## src/rtl/serial_adder.sv

```systemverilog
// ---------------------------------------------------------------------------
// serial_adder
//
// Bit-serial adder that routes one operand bit pair per clock through a
// single full_adder cell. A start request latches two WIDTH-bit operands and
// a carry-in. The operands are then shifted LSB-first through the cell, and
// the carry is fed back through a flop. Each sum bit enters a shift register
// from the top, so after WIDTH bits the register holds the sum in order.
//
// Handshake: start is a request that is accepted on any rising edge where
// busy is low, i.e. in IDLE or DONE. Starting from DONE gives back-to-back
// operation. A request made while busy is high is dropped, not queued.
// a, b and cin only matter on the accepting edge.
//
// Ports:
//   clk    in   rising-edge clock
//   rst_n  in   asynchronous active-low reset
//   start  in   request; sampled only when not busy
//   a      in   [WIDTH-1:0] operand A, captured on accepted start
//   b      in   [WIDTH-1:0] operand B, captured on accepted start
//   cin    in   carry-in, captured on accepted start
//   busy   out  high while bits are being processed (state RUN)
//   done   out  one-cycle pulse: sum/cout valid and newly updated
//   sum    out  [WIDTH-1:0] registered result, held until next completion
//   cout   out  registered carry-out of the MSB, held with sum
// ---------------------------------------------------------------------------

// Single-bit full adder cell (a + b + c -> {co, s}).
module full_adder (
    input  logic a,
    input  logic b,
    input  logic c,
    output logic s,
    output logic co
);
    assign s  = a ^ b ^ c;
    assign co = (a & b) | (c & (a ^ b));
endmodule

module serial_adder #(
    parameter int WIDTH = 8
) (
    input  logic             clk,
    input  logic             rst_n,
    input  logic             start,
    input  logic [WIDTH-1:0] a,
    input  logic [WIDTH-1:0] b,
    input  logic             cin,
    output logic             busy,
    output logic             done,
    output logic [WIDTH-1:0] sum,
    output logic             cout
);
    localparam int CW = $clog2(WIDTH + 1);
    localparam logic [CW-1:0] LAST = CW'(WIDTH - 1);

    typedef enum logic [1:0] {
        IDLE = 2'd0,
        RUN  = 2'd1,
        DONE = 2'd2
    } state_t;

    state_t state;
    state_t state_next;

    logic [WIDTH-1:0] a_sh;
    logic [WIDTH-1:0] b_sh;
    logic [WIDTH-1:0] s_sh;
    logic [WIDTH-1:0] s_next;
    logic             c_q;
    logic [CW-1:0]    cnt;

    logic fa_s;
    logic fa_co;
    logic accept;
    logic last_bit;

    full_adder u_fa (
        .a  (a_sh[0]),
        .b  (b_sh[0]),
        .c  (c_q),
        .s  (fa_s),
        .co (fa_co)
    );

    // The new sum bit enters at the MSB. With WIDTH=1 the register is only
    // the new bit, because the slice [WIDTH-1:1] would be empty.
    generate
        if (WIDTH == 1) begin : g_snext_w1
            assign s_next = fa_s;
        end else begin : g_snext_wn
            assign s_next = {fa_s, s_sh[WIDTH-1:1]};
        end
    endgenerate

    assign accept   = start && ((state == IDLE) || (state == DONE));
    assign last_bit = (state == RUN) && (cnt == LAST);

    assign busy = (state == RUN);
    assign done = (state == DONE);

    // State register
    always_ff @(posedge clk or negedge rst_n) begin
        if (!rst_n) begin
            state <= IDLE;
        end else begin
            state <= state_next;
        end
    end

    // Next-state logic
    always_comb begin
        state_next = state;
        case (state)
            IDLE: begin
                if (start) state_next = RUN;
            end
            RUN: begin
                if (cnt == LAST) state_next = DONE;
            end
            DONE: begin
                state_next = start ? RUN : IDLE;
            end
            default: state_next = IDLE;
        endcase
    end

    // Datapath
    always_ff @(posedge clk or negedge rst_n) begin
        if (!rst_n) begin
            a_sh <= '0;
            b_sh <= '0;
            s_sh <= '0;
            c_q  <= 1'b0;
            cnt  <= '0;
            sum  <= '0;
            cout <= 1'b0;
        end else if (accept) begin
            a_sh <= a;
            b_sh <= b;
            c_q  <= cin;
            cnt  <= '0;
        end else if (state == RUN) begin
            a_sh <= a_sh >> 1;
            b_sh <= b_sh >> 1;
            s_sh <= s_next;
            c_q  <= fa_co;
            cnt  <= cnt + CW'(1);
            // The outputs change only here, so they stay stable while the
            // next operation is running.
            if (last_bit) begin
                sum  <= s_next;
                cout <= fa_co;
            end
        end
    end
endmodule

```

## config.mk

```make
export PLATFORM = sky130hd
export DESIGN_NAME = serial_adder
export DESIGN_NICKNAME = d
export VERILOG_FILES = /design/src/rtl/serial_adder.sv
export SDC_FILE = /design/constraint.sdc
export NUM_CORES = 1
export LEC_CHECK = 0
export CAP_MARGIN = 20
export CORE_MARGIN = 2
export CORE_UTILIZATION = 50
export DETAILED_ROUTE_END_ITERATION = 7
export GPL_ROUTABILITY_DRIVEN = 0
export PLACE_DENSITY = 0.77
export SYNTH_ARGS = -nofsm -noshare
export SYNTH_HDL_FRONTEND = slang
export SYNTH_HIERARCHICAL = 1
export SYNTH_SLANG_ARGS = --single-unit
```

## constraint.sdc

```tcl
create_clock -name clk -period 2 [get_ports clk]
set_clock_uncertainty 0.2 [all_clocks]
set_input_delay 0.3 -clock clk [delete_from_list [all_inputs] [get_ports clk]]
set_output_delay 0.3 -clock clk [all_outputs]
set_load 0.005 [all_outputs]
```

==> results of run 1 <==
## critical path, delay by kind of cell, from the launching register on
family	cells	cell delay, ns
mux	1	0.39
flops	1	0.39
simple gates	2	0.52
fa+ha+maj	1	0.18
## worst paths after layout
| check | start | to | cells past startpoint | slack (ns) |
|---|---|---|---|---|
| hold reg to reg | s_sh[1] | s_sh[1] | 2 | 0.30 |
| setup reg to reg | cnt[0] | sum[0] | 4 | 0.20 |
| max in group asynchronous | rst_n | sum[1] | 3 | 0.92 |
| setup / recovery | cnt[0] | sum[0] | 4 | 0.20 |
| min in group asynchronous | rst_n | a_sh[1] | 3 | 0.33 |
| hold / removal | s_sh[1] | s_sh[1] | 2 | 0.30 |
## timing repair
action | CTS | global route
resized for setup | 3 | 1
setup endpoints to repair | 1 | 1
hold buffers | 1 | 0
hold endpoints to repair | 39 | 0
buffers inserted | 1 | 0
## per-layer routing
layer | vias to the layer above | track usage
li1 | 601 | -
met1 | 615 | 0.265
met2 | 19 | 0.339
met3 | 8 | 0.0462
met4 | 0 | 0.115
met5 | - | 0
## sequential cells by signal, indices dropped and copies added, names as in the netlist
| name | flops |
|---|---|
| b_sh | 8 |
| sum | 8 |
| cout | 1 |
| cnt | 4 |
| a_sh | 8 |
| c_q | 1 |
| state | 2 |
| s_sh | 7 |
## cell usage in the layout (no fill, tap or decap), types with 3 or more instances in the layout
master and n:
a31oi_1 11, buf_4 5, clkbuf_4 5, clkdlybuf4s50_1 27, dfrtp_1 39, mux2_2 9
nand2_1 50, nand3_1 3, nor2_1 15
## cells by family after synthesis
group / Yosys count / share of synthesized area
muxes: 10 / 0.0683
adders and majority gates: 2 / 0.0199
AOI/OAI and AO/OA: 20 / 0.0790
and+or+nand+nor: 77 / 0.200
DFF: 39 / 0.598
xor gates and xnor gates: 1 / 0.00537
buffers and inverters: 10 / 0.0291
## power breakdown
| part | leakage (nW) | switching (mW) | internal, mW | total, mW |
|---|---|---|---|---|
| clock network | 0.0242 | 0.230 | 0.125 | 0.355 |
| registers | 0.487 | 0.228 | 1.15 | 1.38 |
| logic | 0.441 | 0.606 | 0.627 | 1.23 |
## cell type report
class                      instances  area [um2]  share of cell area
clock buffer                       6        41.3              0.0201
inverter                           1        3.75             0.00183
multi-input combinational        110         616               0.299
sequential                        39         976               0.475
timing repair buffer              37         364               0.177
tap                               44        55.1              0.0268
==> metrics.cfg, run 1 <==
[outcome]
status=finished, final reports clean

[routing]
top_layer=met4
drt_iter0_drc=57
drc=0
wl_per_cell_um=13.6
ant_nets=0
wl_met2_um=1610
viasPerCell=5.24
dr.pass1.iters=4
dr_wl_met3_um=86
met1Wirelength_um=1450
vias=1243
drt_wl_total_um=3220

[global_routing]
track_usage=0.211
antenna_found_initial=0
grt_overflow=0
grt_pass1_vias=1234
grt_max_degree=40
grt_pass1_wl_um=5570

[timing]
fmax_mhz=557
timing.hold.ws_ns=0.302
timing.final.crit_period_ns=1.80
maxSlewViolCount=0
finalHoldViolations=0
tightestPinTransition_ns=0.506
fin_crit_sh=0.898
rsz0062_at_grt=false
setup_viol=0
setup_tns_ns=0
slew_headroom=0.661
setup_slack_ns=0.204

[clock_network]
htreeDepth=2
clk_pin_slew_ns=0.09
cts-root-buf=clkbuf_4
cts.sinks=39
clk_latency_ns=0.34
clk_path_buf_depth=2
cts_buffers=5
tritoncts=done

[power_and_ir_drop]
irDropWorstVdd_uv=720
leakagePower_nw=0.952
powerDensity_nw_per_um2=1440
p_total_mw=2.97

[floorplanning]
start_util=0.530
die_height_um=61.1
io_pins=31
fp.dieArea_um2=3740
die_x_um=61.1
num_rows=20
core_um2=3080

[logic_synthesis]
ys_seq_elements=39
yosys-top-cells-count=50 x nand2_1, 39 x dfrtp_1, 15 x nor2_1, 11 x a31oi_1, 9 x mux2_2
syn_area_per_cell_um2=10.3
yosys_most_used_dff=dfrtp_1
synthTopCellsByArea=dfrtp_1 60%, nand2_1 12%, mux2_2 6.2%, a31oi_1 4.2%, nor2_1 3.5%
syn_area_um2=1630
synth_edf_count=0
synth.largest_area_cell=dfrtp_1
yosys_warnings=6
yosysSeqAreaShare=0.598
synthDistinctLibCells=25
synth.most_common_cell=nand2_1
netlist_instances=159
async_flop_share=1.00
synth.top_cell.area_share=0.598
syn_nets=181

[placement]
dpl_cell_area_um2=1990
dp.cells=229
hpwl_um=2140
io_buffers=30
pre_cts_ws_ns=0.168

[setup_path]
cp.arrival_ns=1.82
critPathMaxFanout=10
critPathKind=register to register
crit_path_end_kind=register
critPathSlowestCell=nor3_4
cp.required_ns=2.03
start_kind=register
path_cells=ha_1 > nand2_1 > nor3_4 > mux2_2
slowest_delay_ns=0.42

[finish]
nFillCells=253
insertedDiodeCount=0
nNetsFinal=216
design_area_um2=2060
fin_cells=237
final_layout_size_suffix_gt1_frac=0.124
area_delta_synth_final_pct=26.0
fin_util=0.668

[job]
maxCapViolations=0

[min_path]
hold_path.class=register to register

Note: power is estimated with default switching activity, not from simulation.
==> run 2, diff against run 1 <==
Settings changed: GPL_ROUTABILITY_DRIVEN 0 to default.
==> results of run 2 <==
No change in the layout: final DEF, timing and power equal those of run 1.
